File: src/rtl/dwt_line_aligner_pkg.sv
// Types shared by the column-DWT stream blocks.
package dwt_stream_pkg;

    typedef enum logic [1:0] {
        IDLE,
        SKIP,
        PASS
    } state_t;

    // Priming lines emitted by the two cascaded 9/7 lifting stages.
    localparam int unsigned DefaultSkipLines = 4;

endpackage

File: src/rtl/dwt_line_aligner_if.sv
// Upstream (s_*) and downstream (m_*) stream handshake of the line aligner.
interface dwt_line_aligner_if #(
    parameter int unsigned Width = 32
);
    logic             s_valid;
    logic             s_ready;
    logic             s_sof;
    logic             s_eol;
    logic [Width-1:0] s_data;
    logic             m_valid;
    logic             m_ready;
    logic             m_sof;
    logic             m_eol;
    logic             m_eof;
    logic [Width-1:0] m_data;

    modport master (
        output s_valid, s_sof, s_eol, s_data, m_ready,
        input  s_ready, m_valid, m_sof, m_eol, m_eof, m_data
    );

    modport slave (
        input  s_valid, s_sof, s_eol, s_data, m_ready,
        output s_ready, m_valid, m_sof, m_eol, m_eof, m_data
    );
endinterface

File: src/rtl/dwt_line_aligner_skid.sv
// Two-entry registered ready/valid buffer: output register plus one skid slot.
module stream_skid_buffer #(
    parameter int unsigned Width = 8
) (
    input  logic             clk_i,
    input  logic             rst_ni,
    input  logic             in_valid_i,
    output logic             in_ready_o,
    input  logic [Width-1:0] in_data_i,
    output logic             out_valid_o,
    input  logic             out_ready_i,
    output logic [Width-1:0] out_data_o
);
    logic             out_valid_q;
    logic             skid_valid_q;
    logic [Width-1:0] out_data_q;
    logic [Width-1:0] skid_data_q;

    assign in_ready_o  = ~skid_valid_q;
    assign out_valid_o = out_valid_q;
    assign out_data_o  = out_data_q;

    always_ff @(posedge clk_i or negedge rst_ni) begin
        if (!rst_ni) begin
            out_valid_q  <= 1'b0;
            skid_valid_q <= 1'b0;
            out_data_q   <= '0;
            skid_data_q  <= '0;
        end else if (out_ready_i || !out_valid_q) begin
            if (skid_valid_q) begin
                out_valid_q  <= 1'b1;
                out_data_q   <= skid_data_q;
                skid_valid_q <= 1'b0;
            end else begin
                out_valid_q <= in_valid_i;
                if (in_valid_i) out_data_q <= in_data_i;
            end
        end else if (in_valid_i && !skid_valid_q) begin
            // Output stalled: park the beat so upstream ready can stay registered.
            skid_valid_q <= 1'b1;
            skid_data_q  <= in_data_i;
        end
    end
endmodule

File: src/rtl/dwt_line_aligner.sv
// Drops the lifting pipeline's priming lines each frame, regenerates SOF,
// marks EOF on the last kept beat and flags framing errors.
module dwt_line_aligner
    import dwt_stream_pkg::*;
#(
    parameter  int unsigned DataWidth    = 16,
    parameter  int unsigned Channels     = 1,
    parameter  int unsigned MaxSkipLines = 7,
    parameter  int unsigned MaxHeight    = 512,
    localparam int unsigned Width        = Channels * 2 * DataWidth,
    localparam int unsigned LineW        = $clog2(MaxSkipLines + 1),
    localparam int unsigned KeptW        = $clog2(MaxHeight + 1)
) (
    input  logic                 clk_i,
    input  logic                 rst_ni,
    input  logic [LineW-1:0]     cfg_skip_lines_i,
    input  logic [KeptW-1:0]     cfg_height_i,
    dwt_line_aligner_if.slave    bus,
    output logic                 err_o
);
    state_t           state_q;
    logic [LineW-1:0] line_cnt_q;
    logic [LineW-1:0] skip_q;
    logic [KeptW-1:0] kept_cnt_q;
    logic [KeptW-1:0] height_q;
    logic             first_q;
    logic             err_q;
    logic             rdy_en_q;

    logic             skid_in_ready;
    logic             accept;
    logic             push_valid;
    logic             push_sof;
    logic             push_eof;
    logic [KeptW-1:0] height_cfg;

    assign height_cfg  = (cfg_height_i == '0) ? KeptW'(1) : cfg_height_i;
    // Dropping beats in SKIP never needs buffer space; anything that may forward does.
    assign bus.s_ready = rdy_en_q & (skid_in_ready | ((state_q == SKIP) & ~bus.s_sof));
    assign accept      = bus.s_valid & bus.s_ready;
    assign err_o       = err_q;

    always_comb begin
        push_valid = 1'b0;
        push_sof   = 1'b0;
        push_eof   = 1'b0;
        if (accept) begin
            if (bus.s_sof) begin
                push_valid = (cfg_skip_lines_i == '0);
                push_sof   = 1'b1;
                push_eof   = bus.s_eol & (height_cfg == KeptW'(1));
            end else if (state_q == PASS) begin
                push_valid = 1'b1;
                push_sof   = first_q;
                push_eof   = bus.s_eol & (kept_cnt_q == height_q - KeptW'(1));
            end
        end
    end

    always_ff @(posedge clk_i or negedge rst_ni) begin
        if (!rst_ni) begin
            state_q    <= IDLE;
            line_cnt_q <= '0;
            skip_q     <= '0;
            kept_cnt_q <= '0;
            height_q   <= '0;
            first_q    <= 1'b0;
            err_q      <= 1'b0;
            rdy_en_q   <= 1'b0;
        end else begin
            rdy_en_q <= 1'b1;
            if (accept) begin
                if (bus.s_sof) begin
                    // A SOF anywhere restarts the frame; outside IDLE it aborts one.
                    if (state_q != IDLE) err_q <= 1'b1;
                    skip_q     <= cfg_skip_lines_i;
                    height_q   <= height_cfg;
                    line_cnt_q <= '0;
                    kept_cnt_q <= '0;
                    first_q    <= (cfg_skip_lines_i != '0);
                    if (cfg_skip_lines_i == '0) begin
                        if (push_eof) begin
                            state_q <= IDLE;
                        end else begin
                            state_q <= PASS;
                            if (bus.s_eol) kept_cnt_q <= KeptW'(1);
                        end
                    end else if (bus.s_eol && cfg_skip_lines_i == LineW'(1)) begin
                        state_q <= PASS;
                    end else begin
                        state_q <= SKIP;
                        if (bus.s_eol) line_cnt_q <= LineW'(1);
                    end
                end else begin
                    case (state_q)
                        IDLE: err_q <= 1'b1;
                        SKIP: begin
                            if (bus.s_eol) begin
                                if (line_cnt_q + LineW'(1) == skip_q) begin
                                    line_cnt_q <= '0;
                                    state_q    <= PASS;
                                end else begin
                                    line_cnt_q <= line_cnt_q + LineW'(1);
                                end
                            end
                        end
                        PASS: begin
                            first_q <= 1'b0;
                            if (push_eof) begin
                                state_q    <= IDLE;
                                kept_cnt_q <= '0;
                            end else if (bus.s_eol) begin
                                kept_cnt_q <= kept_cnt_q + KeptW'(1);
                            end
                        end
                        default: state_q <= IDLE;
                    endcase
                end
            end
        end
    end

    stream_skid_buffer #(
        .Width (Width + 3)
    ) u_skid (
        .clk_i       (clk_i),
        .rst_ni      (rst_ni),
        .in_valid_i  (push_valid),
        .in_ready_o  (skid_in_ready),
        .in_data_i   ({push_eof, bus.s_eol, push_sof, bus.s_data}),
        .out_valid_o (bus.m_valid),
        .out_ready_i (bus.m_ready),
        .out_data_o  ({bus.m_eof, bus.m_eol, bus.m_sof, bus.m_data})
    );
endmodule

File: src/flat_wrapper.sv
// flat-port wrapper written by rule: the top's interface ports become plain ports
module dwt_line_aligner_flat import dwt_stream_pkg::*;
#(
    parameter  int unsigned DataWidth    = 16,
    parameter  int unsigned Channels     = 1,
    parameter  int unsigned MaxSkipLines = 7,
    parameter  int unsigned MaxHeight    = 512,
    localparam int unsigned Width        = Channels * 2 * DataWidth,
    localparam int unsigned LineW        = $clog2(MaxSkipLines + 1),
    localparam int unsigned KeptW        = $clog2(MaxHeight + 1)
)
  (clk_i, rst_ni, cfg_skip_lines_i, cfg_height_i, err_o, bus_s_valid, bus_s_sof, bus_s_eol, bus_s_data, bus_m_ready, bus_s_ready, bus_m_valid, bus_m_sof, bus_m_eol, bus_m_eof, bus_m_data);
  dwt_line_aligner_if #(.Width(32)) bus_i ();
  input  logic clk_i;
  input  logic rst_ni;
  input  logic [LineW-1:0] cfg_skip_lines_i;
  input  logic [KeptW-1:0] cfg_height_i;
  output logic err_o;
  input wire logic [$bits(bus_i.s_valid)-1:0] bus_s_valid;
  input wire logic [$bits(bus_i.s_sof)-1:0] bus_s_sof;
  input wire logic [$bits(bus_i.s_eol)-1:0] bus_s_eol;
  input wire logic [$bits(bus_i.s_data)-1:0] bus_s_data;
  input wire logic [$bits(bus_i.m_ready)-1:0] bus_m_ready;
  output wire logic [$bits(bus_i.s_ready)-1:0] bus_s_ready;
  output wire logic [$bits(bus_i.m_valid)-1:0] bus_m_valid;
  output wire logic [$bits(bus_i.m_sof)-1:0] bus_m_sof;
  output wire logic [$bits(bus_i.m_eol)-1:0] bus_m_eol;
  output wire logic [$bits(bus_i.m_eof)-1:0] bus_m_eof;
  output wire logic [$bits(bus_i.m_data)-1:0] bus_m_data;
  assign bus_i.s_valid = bus_s_valid;
  assign bus_i.s_sof = bus_s_sof;
  assign bus_i.s_eol = bus_s_eol;
  assign bus_i.s_data = bus_s_data;
  assign bus_i.m_ready = bus_m_ready;
  assign bus_s_ready = bus_i.s_ready;
  assign bus_m_valid = bus_i.m_valid;
  assign bus_m_sof = bus_i.m_sof;
  assign bus_m_eol = bus_i.m_eol;
  assign bus_m_eof = bus_i.m_eof;
  assign bus_m_data = bus_i.m_data;
  dwt_line_aligner #(.DataWidth(DataWidth), .Channels(Channels), .MaxSkipLines(MaxSkipLines), .MaxHeight(MaxHeight)) u_core (.clk_i(clk_i), .rst_ni(rst_ni), .cfg_skip_lines_i(cfg_skip_lines_i), .cfg_height_i(cfg_height_i), .bus(bus_i), .err_o(err_o));
endmodule
File: config.mk
export PLATFORM = sky130hd
export DESIGN_NAME = dwt_line_aligner_flat
export DESIGN_NICKNAME = d
export VERILOG_FILES = /design/src/rtl/dwt_line_aligner_pkg.sv /design/src/rtl/dwt_line_aligner_if.sv /design/src/rtl/dwt_line_aligner_skid.sv /design/src/rtl/dwt_line_aligner.sv /design/src/flat_wrapper.sv
export SDC_FILE = /design/constraint.sdc
export NUM_CORES = 1
export LEC_CHECK = 0
export ABC_CLOCK_PERIOD_IN_PS = 2660
export BUFFER_PORTS_ARGS = -buffer_cell sky130_fd_sc_hd__buf_2
export CORE_MARGIN = 2
export CORE_UTILIZATION = 25
export DETAILED_ROUTE_END_ITERATION = 16
export PLACE_DENSITY = 0.53
export SYNTH_ARGS = -nofsm -noshare
export SYNTH_HDL_FRONTEND = slang
export SYNTH_HIERARCHICAL = 1
export SYNTH_SLANG_ARGS = --single-unit
File: constraint.sdc
create_clock -name clk_i -period 2.66 [get_ports clk_i]
set_input_delay 0.266 -clock clk_i [delete_from_list [all_inputs] [get_ports clk_i]]
set_output_delay 0.266 -clock clk_i [all_outputs]
set_load 0.02 [all_outputs]
==> results.md, run 1 <==
- RSZ-0062 raised after global routing: false
- Pin count of the biggest net entering global routing: 48
- Run status: complete, no violations
- HP Start: bus_s_data[22]
- Placer Congestion: 0.824
- CTS buffer count: 9
- Ys async rst share: 100%
- Post-synth net total: 454
- Global Route Usage Sum: 11.1%
- Commonest non-fill, non-tap cell in the layout: mux2_2
- Switching part of the total power: 31.7%
- Worst Tran Pin Value: 648 ps
- CTS Buffer Depth: 2
- Worst Hold End: u_core/u_skid/skid_data_q[22]
- Drt first pass iters: 4
- Worst-case clock skew: 8.69 ps
- Clk slew on worst S/H paths: 70 ps
- Net switching power figure: 1.69 mW
- CTS Root Cell: clkbuf_16
- Reg2Reg Depth: 7
- Hold depth: 2
- Antenna cells: 0
- Worst flop-to-flop path endpoint: u_core/u_skid/out_data_o[34]
- Startpoint Class: register
- Final wirelength: 11500 um
- Hold_ws: 161 ps
- VDD IR max: 391 uV
- Slew margin rel.: 56.7%
- Fill cells: 2024
- Initial core utilization: 25.3%
- Iter 0 DRT Violations: 124
- I/O Buffers: 88
- Clock latency on the worst-skew pair: 350 ps
- Vias in the first global route: 3666
- Die width: 147 um
- Synth unique cells: 54
- Min Clock Period, post-route: 2510 ps
- DR WL/cell: 14.9 um
- Post-Synthesis Cells: 399
- Share of cells above drive strength 1: 50.1%
- GRT Residual Overflow: 0
- Int Power: 3.65 mW
- Post-Syn Area: 5100 um^2
- Leak: 2.73 nW
- Register share of total power: 43.9%
- Synthesized flop and latch total: 103
- Final Hold Vio Count: 0
- Die Span Y: 147 um
- Post-CTS Setup Repair Bufs: 0
- Most frequent cells in the layout: 117 x mux2_2, 102 x dfrtp_1, 87 x buf_2, 18 x nand2_1
- Via count: 3431
- Pwr dens: 853 nW/um^2
- First-pass GRT wire length: 19000 um
- Layout Cells excl Fill: 773
- Clock group share of total power: 26.7%
- Setup crit end kind: register
- Req. time, crit path: 2950 ps
- Post-synth EDFFs: 0
- Fin nets: 554
- Final period utilization: 94.3%
- Clock sink count: 103
- Antenna violations before repair: 0
- Max Transition Viols Final: 0
- Register area share after synthesis: 50.6%
- Area grow syn2layout: 23.0%
- H-tree Lvls: 3
- Core area: 20100 um^2
- Crit Path Max Fanout: 4
- Worst Hold Class: primary input to register
- R2r startpoint: u_core/height_q[1]
- Worst Path Arrival: 2800 ps
- Vias per Instance: 4.44
- Hpwl dp: 8330 um
- Syn Area/Cell: 12.8 um^2
- Setup_tns: 0 ps
- Ys flop type: dfrtp_1
- Max Cap Violations: 0
- FMAX: 399 MHz
- Combinational share of power: 29.4%
- Die ar.: 21500 um^2
- Final setup vio count: 0
- Number of remaining DRC errors: 0
- I/O pin count: 89
- CTS tree: yes
- Setup CP Type: register to register
- Syn. warnings: 6
- Post-Place Cells: 757
- Routed Antenna Nets: 0
- Rows: 52
- R2R setup slack: 150 ps
[what timing repair did]
| action | in CTS | in global routing |
|---|---|---|
| resized for setup | 0 | 1 |
| endpoints found under the hold margin | 26 | 0 |
| endpoints found under the setup margin | 0 | 1 |
| hold buffers | 1 | 0 |
[power groups by stage]
stage / Sequential, mW / Combinational [mW] / Clock, mW
4_1_cts: 2.36 / 1.60 / 1.50
2_1_floorplan: 2.61 / 0.787 / 0
3_3_place_gp: 2.34 / 1.55 / 0
6_report: 2.35 / 1.57 / 1.43
3_5_place_dp: 2.38 / 1.59 / 0
5_1_grt: 2.42 / 1.71 / 1.56
[sequential cells by signal (all words and copies together), names as in the netlist]
register	flops
u_core/u_skid/out_data_o	35
u_core/u_skid/skid_data_q	35
u_core/height_q	10
u_core/kept_cnt_q	10
u_core/line_cnt_q	3
u_core/skip_q	3
u_core/state_q	2
u_core/err_o	1
u_core/first_q	1
u_core/rdy_en_q	1
u_core/u_skid/out_valid_o	1
u_core/u_skid/skid_valid_q	1
[worst max-delay path by stage]
stage / startpoint / end / slack (ps) / depth (start not counted)
6_report: u_core/height_q[1] / u_core/u_skid/out_data_o[34] / 150 / 7
4_1_cts: u_core/height_q[1] / u_core/u_skid/out_data_o[34] / 80 / 7
3_5_place_dp: u_core/height_q[1] / u_core/u_skid/out_data_o[34] / 90 / 7
2_1_floorplan: u_core/height_q[1] / u_core/u_skid/out_data_o[34] / 280 / 7
5_1_grt: u_core/height_q[1] / u_core/u_skid/out_data_o[34] / 7 / 7
3_3_place_gp: u_core/height_q[1] / u_core/u_skid/out_data_o[34] / 130 / 7
[layout make-up]
cell class / instances / area [um^2] / share of cell area (%)
Sequential cell: 103 / 2580 / 41.1
Multi-Input combinational cell: 266 / 2370 / 37.9
Timing Repair Buffer: 105 / 611 / 9.74
Tap cell: 270 / 338 / 5.39
Clock buffer: 12 / 246 / 3.93
Clock inverter: 3 / 67.6 / 1.08
Inverter: 14 / 52.6 / 0.838
[synthesized netlist by cell type (3+ instances only)]
cell	number	share of area, %
mux2_2	117	26
dfrtp_1	103	51
nand2_1	18	1.3
inv_1	14	1.0
nor2_1	12	0.88
xnor2_1	12	2.1
a21oi_1	8	0.79
o21ai_0	8	0.79
nor3_1	7	0.69
o211ai_1	6	0.88
a31oi_1	5	0.61
buf_2	5	0.49
nand3_1	5	0.49
nand4_1	5	0.61
nor3b_1	5	0.74
xor2_1	5	0.86
buf_6	4	0.88
clkbuf_1	4	0.29
ha_1	4	0.98
o22ai_1	4	0.49
or2_2	4	0.49
a211oi_1	3	0.44
nand2b_1	3	0.37
nor4_1	3	0.37
[critical path, cell delays in order, from the launching register on]
cell	delay, ps
dfrtp_1	410
or3_4	420
or4_4	540
a2111oi_4	390
o211ai_1	230
a21oi_2	190
mux2_2	150
mux2_2	130
[logic make-up (layout without fill, tap and decap cells)]
kind of cell	after synthesis	count (layout)	share of synthesized area, %
AOI/OAI and AO/OA	46	46	6.65
DFF	103	103	50.6
other	1	1	0.0736
xor gates and xnor gates	19	19	3.83
adders and majority gates	4	4	0.982
and+or+nand+nor	78	78	8.76
muxes	118	118	26.0
buffers and inverters	30	134	3.07
[through the flow]
stage	area, um^2	utilization [%]	total power [mW]	setup WS, ps
global route	6270	31.2	5.69	6.85
floorplan	5100	-	3.39	282
finish	6270	31.2	5.35	151
global placement	5940	29.5	3.90	134
detailed placement	5940	29.5	3.97	93.4
CTS	6260	31.2	5.45	82.4
[per-layer routing]
| metal | routed length [um] | part of all wire, % | track usage [%] | vias up |
|---|---|---|---|---|
| li1 | - | - | - | 1646 |
| met2 | 5940 | 52 | 19.6 | 59 |
| met5 | 0 | 0 | 0 | - |
| met1 | 4940 | 43 | 13.3 | 1714 |
| met3 | 441 | 3.8 | 2.89 | 12 |
| met4 | 175 | 1.5 | 3.54 | 0 |
(Power assumes the default switching activity.)
==> inputs of run 2 (changes only) <==
Settings changed: CORE_UTILIZATION 25 to 55, PLACE_DENSITY 0.53 to 0.9.
==> run 2 against run 1 <==
  * Clock power decreased by 31%
  * Final area decreased by 5.5%
  * Via count increased by 2.2%
  * Die area decreased by 53%
  * Final cell count decreased by 21%
  * Count of clock-buffer cells in the layout decreased by 3
  * Core utilization increased by 34 points
  * Combinational power about the same
  * Largest power group unchanged
  * Highest routed layer unchanged
==> results.md, run 2 (same netlist as run 1, synthesis figures left out) <==
- GRT Residual Overflow: 0
- Area grow syn2layout: 16.2%
- VDD IR max: 554 uV
- Hpwl dp: 7710 um
- Antenna cells: 0
- Number of remaining DRC errors: 0
- Crit Path Max Fanout: 6
- Setup_tns: 0 ps
- Worst Path Arrival: 2780 ps
- RSZ-0062 raised after global routing: false
- Pin count of the biggest net entering global routing: 62
- Die ar.: 10100 um^2
- CTS Buffer Depth: 2
- Final Hold Vio Count: 0
- Worst-case clock skew: 14.2 ps
- Hold depth: 2
- Iter 0 DRT Violations: 191
- CTS Root Cell: clkbuf_8
- Setup ws final: 148 ps
- Rows: 35
- Vias in the first global route: 3745
- Max Transition Viols Final: 0
- Setup crit end kind: register
- I/O pin count: 89
- Slew margin rel.: 53.6%
- Worst Tran Pin Value: 690 ps
- Min Clock Period, post-route: 2510 ps
- CTS buffer count: 9
- Run status: complete, no violations
- Most frequent cells in the layout: 117 x mux2_2, 103 x dfrtp_1, 87 x buf_2, 18 x nand2_1, 14 x inv_1
- DR WL/cell: 17.3 um
- HP Start: bus_s_data[14]
- Worst Hold Class: primary input to register
- Global Route Usage Sum: 22.0%
- R2r startpoint: u_core/height_q[1]
- Setup CP Type: register to register
- Die Span Y: 100 um
- Die width: 100 um
- Drt first pass iters: 4
- Final period utilization: 94.4%
- Startpoint Class: register
- Finished Cell Area: 5920 um^2
- Layout Cells excl Fill: 610
- Core area: 9110 um^2
- Vias per Instance: 5.75
- Reg2Reg Depth: 7
- Req. time, crit path: 2930 ps
- CTS tree: yes
- First-pass GRT wire length: 17400 um
- Initial core utilization: 55.9%
- Pwr dens: 832 nW/um^2
- Via count: 3507
- Clk slew on worst S/H paths: 120 ps
- Clock latency on the worst-skew pair: 380 ps
- I/O Buffers: 88
- Clock sink count: 103
- Max Cap Violations: 0
- Placed Area: 5690 um^2
- Worst Setup SP: u_core/height_q[1]
- Routed Antenna Nets: 0
- Leak: 2.66 nW
- Total Power: 4.92 mW
- Fin nets: 549
- Place WS: 88.7 ps
- Share of cells above drive strength 1: 49.7%
- Post-Place Cells: 592
- Final setup vio count: 0
- Commonest non-fill, non-tap cell in the layout: mux2_2
- Placer Congestion: 0.862
- Final wirelength: 10600 um
- FMAX: 398 MHz
- H-tree Lvls: 3
- Antenna violations before repair: 0
- R2R setup slack: 150 ps
[run 2: area by class of cell]
class,count,area [um^2]
Multi-Input combinational cell,266,2370
Fill cell,679,3190
Inverter,14,52.6
Sequential cell,103,2580
Tap cell,111,139
Clock inverter,7,83.8
Clock buffer,9,124
Timing Repair Buffer,100,573
[run 2: worst max-delay path, stage by stage (launching register included)]
cell,delay (ps)
dfrtp_1,440
or3_4,420
or4_4,530
a2111oi_4,350
buf_4,180
o2111ai_4,160
a31oi_1,240
o22ai_1,90
[run 2: through the flow]
step / utilization (%) / hold slack (ps)
3_3_place_gp: 62.5 / 285
5_1_grt: 65.0 / 109
2_1_floorplan: - / -29.6
3_5_place_dp: 62.5 / 300
4_1_cts: 64.9 / 109
6_report: 65.0 / 126
[run 2: worst paths after layout]
path | endpoint
worst max-delay path | u_core/kept_cnt_q[8]
worst min-delay path | u_core/u_skid/skid_data_q[14]
worst max register to register | u_core/kept_cnt_q[8]
worst min register to register | u_core/err_o
max in group asynchronous | u_core/u_skid/skid_data_q[25]
min in group asynchronous | u_core/height_q[7]
[run 2: power by group]
part / leakage, nW / total [mW] / switching, mW / internal, mW
Clock: 0.105 / 0.992 / 0.613 / 0.379
Sequential: 1.30 / 2.36 / 0.322 / 2.04
Combinational: 1.26 / 1.57 / 0.815 / 0.753
[run 2: metal layers]
metal / up-vias / share of wire, % / GRT usage, %
met5: - / 0 / 0
met4: 0 / 0.88 / 4.95
met3: 9 / 6.1 / 6.34
met2: 91 / 53 / 40.0
met1: 1775 / 40 / 25.7
li1: 1632 / - / -
[run 2: timing repair]
item	in CTS	in global routing
hold buffers	1	0
setup buffers	0	1
endpoints found under the setup margin	0	1
resized for setup	0	0
hold endpoints to repair	42	0
==> inputs of run 3 (changes only) <==
--- a/config.mk
+++ b/config.mk
@@ -15,3 +15,2 @@
 export SYNTH_HDL_FRONTEND = slang
-export SYNTH_HIERARCHICAL = 1
 export SYNTH_SLANG_ARGS = --single-unit
--- a/constraint.sdc
+++ b/constraint.sdc
@@ -3,2 +3,2 @@
 set_output_delay 0.266 -clock clk_i [all_outputs]
-set_load 0.02 [all_outputs]
+set_load 0.005 [all_outputs]
==> run 3 against run 2 <==
  * Combinational power decreased by 20%
  * Sequential cell count unchanged
  * Sequential share of layout area increased by 1.3 points
  * Count of clock-buffer cells in the layout increased by 2
  * Clock power about the same
  * Total power decreased by 5.8%
  * First-iteration DRC count increased by 15%
  * Largest cell class unchanged
==> results.md, run 3 <==
- Switching part of the total power: 31.7%
- Net switching power figure: 1.47 mW
- Yosys top cell area share: 52.7%
- Setup crit end kind: register
- Die Span Y: 98.3 um
- Critical Path Max Stage Delay: 430 ps
- Worst Setup SP: u_core.height_q[0]
- DR WL/cell: 15.9 um
- FMAX: 391 MHz
- I/O Buffers: 88
- Routed Antenna Nets: 0
- Worst-case clock skew: 9.29 ps
- Synthesized flop and latch total: 103
- Post-synth net total: 495
- CTS Root Cell: clkbuf_8
- Startpoint Class: register
- GRT Residual Overflow: 0
- Area grow syn2layout: 17.5%
- Top cell type by total area after synthesis: dfrtp_1
- Post-synth EDFFs: 0
- I/O pin count: 89
- Synth cell count leaders: 103 x dfrtp_1, 55 x nor2_1, 47 x mux2_2
- Pin count of the biggest net entering global routing: 53
- Register Area: 2580 um^2
- Clock sink count: 103
- Clock latency on the worst-skew pair: 360 ps
- Max Transition Viols Final: 0
- CP max-delay cell: or4_4
- Antenna cells: 0
- R2r startpoint: u_core.height_q[0]
- Final Hold Vio Count: 0
- Register area share after synthesis: 52.7%
- Die ar.: 9660 um^2
- Ys async rst share: 100%
- Hpwl dp: 7390 um
- Final setup vio count: 0
- Placer Congestion: 0.892
- Pwr dens: 807 nW/um^2
- Synth unique cells: 52
- Syn Area/Cell: 11.1 um^2
- Crit path max-delay family: compound AO/OA/AOI/OAI gates
- Initial core utilization: 56.4%
- HP Start: bus_s_data[17]
- CTS tree: yes
- Ys flop type: dfrtp_1
- Register share of total power: 51.1%
- Most frequent cells in the layout: 102 x dfrtp_1, 87 x buf_2, 55 x nor2_1, 47 x mux2_2, 44 x a21oi_1
- Req. time, crit path: 2940 ps
- Drt first pass iters: 4
- Commonest non-fill, non-tap cell in the layout: dfrtp_1
- Post-Syn Area: 4890 um^2
- Finished Cell Area: 5750 um^2
- Setup_tns: 0 ps
- Vias per Instance: 5.59
- Placed Area: 5500 um^2
- Worst Hold Class: primary input to register
- Combinational share of power: 26.9%
- Number of remaining DRC errors: 0
- First-pass GRT wire length: 17200 um
- Crit Path Max Fanout: 5
- Clock group share of total power: 22.0%
- Fill cells: 682
- Post-Synthesis Cells: 440
- CTS buffer count: 9
- Main area contributors after synthesis: dfrtp_1 53%, mux2_2 11%, mux2i_1 7.2%
- Vias in the first global route: 3698
- Critical path buffers and inverters: 1
- Global Route Usage Sum: 21.7%
- Via count: 3607
- Int Power: 3.17 mW
- Iter 0 DRT Violations: 220
- H-tree Lvls: 3
- Leak: 2.55 nW
- Syn. warnings: 0
- Slew margin rel.: 54.3%
- Run status: complete, no violations
- Worst Tran Pin Value: 684 ps
- CTS Buffer Depth: 2
- Rows: 34
- Die width: 98.3 um
- Clk slew on worst S/H paths: 100 ps
- Final period utilization: 96.2%
- Fin nets: 587
- Max Cap Violations: 0
- Multi-input logic area: 2210 um^2
- R2R setup slack: 100 ps
- Worst Path Arrival: 2830 ps
- Core area: 8680 um^2
- Setup CP Type: register to register
- Final wirelength: 10300 um
- Min Clock Period, post-route: 2560 ps
- Most frequent cell after synthesis: dfrtp_1
- Antenna violations before repair: 0
- Share of cells above drive strength 1: 33.0%
- VDD IR max: 467 uV
- Worst-path cell chain: inv_1 > ha_2 > nor4b_4 > xnor2_1 > or4_4 > a21oi_2 > o211ai_1 > a211o_1 > mux2i_1
run 3: changes by cell type in the layout (fill, tap and decap cells not counted), moves of 5 or more:
cell / change
mux2_2: -70
mux2i_1: +34
inv_1: -5
nand3_1: +5
nor2_1: +43
nand3b_1: +5
a21oi_1: +36
run 3: path summary, 6_finish.rpt:
kind | endpoint | depth (start not counted)
worst max-delay path | u_core.u_skid.skid_data_q[34] | 9
worst min-delay path | u_core.u_skid.skid_data_q[17] | 2
worst max register to register | u_core.u_skid.skid_data_q[34] | 9
worst min register to register | u_core.u_skid.skid_data_q[11] | 1
max in group asynchronous | u_core.kept_cnt_q[2] | 3
min in group asynchronous | u_core.height_q[5] | 2
run 3: what timing repair did:
item,4_1_cts,5_1_grt
endpoints found under the setup margin,0,8
endpoints found under the hold margin,38,0
hold buffers,1,0
gates resized for setup,0,3
setup buffers,0,2
run 3: worst register-to-register path: stages (launching register included):
cell	delay [ps]
dfrtp_1	420
inv_1	100
ha_2	220
nor4b_4	260
xnor2_1	110
or4_4	430
a21oi_2	240
o211ai_1	210
a211o_1	330
mux2i_1	160
run 3: power by group through the flow:
stage,Sequential [mW],Clock (mW),Combinational [mW]
2_1_floorplan,2.35,0,0.724
3_3_place_gp,2.35,0,1.20
3_5_place_dp,2.39,0,1.26
4_1_cts,2.36,1.04,1.26
5_1_grt,2.43,1.11,1.42
6_report,2.37,1.02,1.25
run 3: through the flow:
stage               total power, mW  utilization, %  setup slack, ps  std cells  hold slack (ps)
floorplan                      3.07               -              307        440            -29.6
global placement               3.55            63.4              196        626              268
detailed placement             3.65            63.4             41.4        626              280
CTS                            4.66            65.8             27.2        643              132
global route                   4.96            66.2            -96.1        645              133
finish                         4.64            66.2              100        645              143
run 3: layout make-up:
cell class                 instances  area share (%)
multi-input combinational        307            38.4
inverter                           9           0.588
timing repair buffer             102            10.2
tap                              108            2.35
sequential                       103            44.9
clock inverter                     5            1.13
clock buffer                      11            2.46
run 3: cell families (layout without fill, tap and decap cells):
family                   count (synthesis)  count (layout)  synth area share, %
AND/OR/NAND/NOR                        128             128                 13.2
AO/OA/AOI/OAI                           75              75                 9.31
buffers and inverters                   30             127                 2.63
multiplexers                            82              82                 18.0
other                                    1               1               0.0767
adder cells (fa/ha/maj)                  4               4                 1.02
flip-flops                             103             103                 52.7
XOR/XNOR                                17              17                 3.04
run 3: per-layer routing:
metal | track usage (%) | vias to the layer above | wire length [um]
met1 | 26.5 | 1751 | 4280
met3 | 7.73 | 24 | 716
li1 | - | 1745 | -
met5 | 0 | - | 0
met4 | 6.64 | 0 | 183
met2 | 36.5 | 87 | 5100
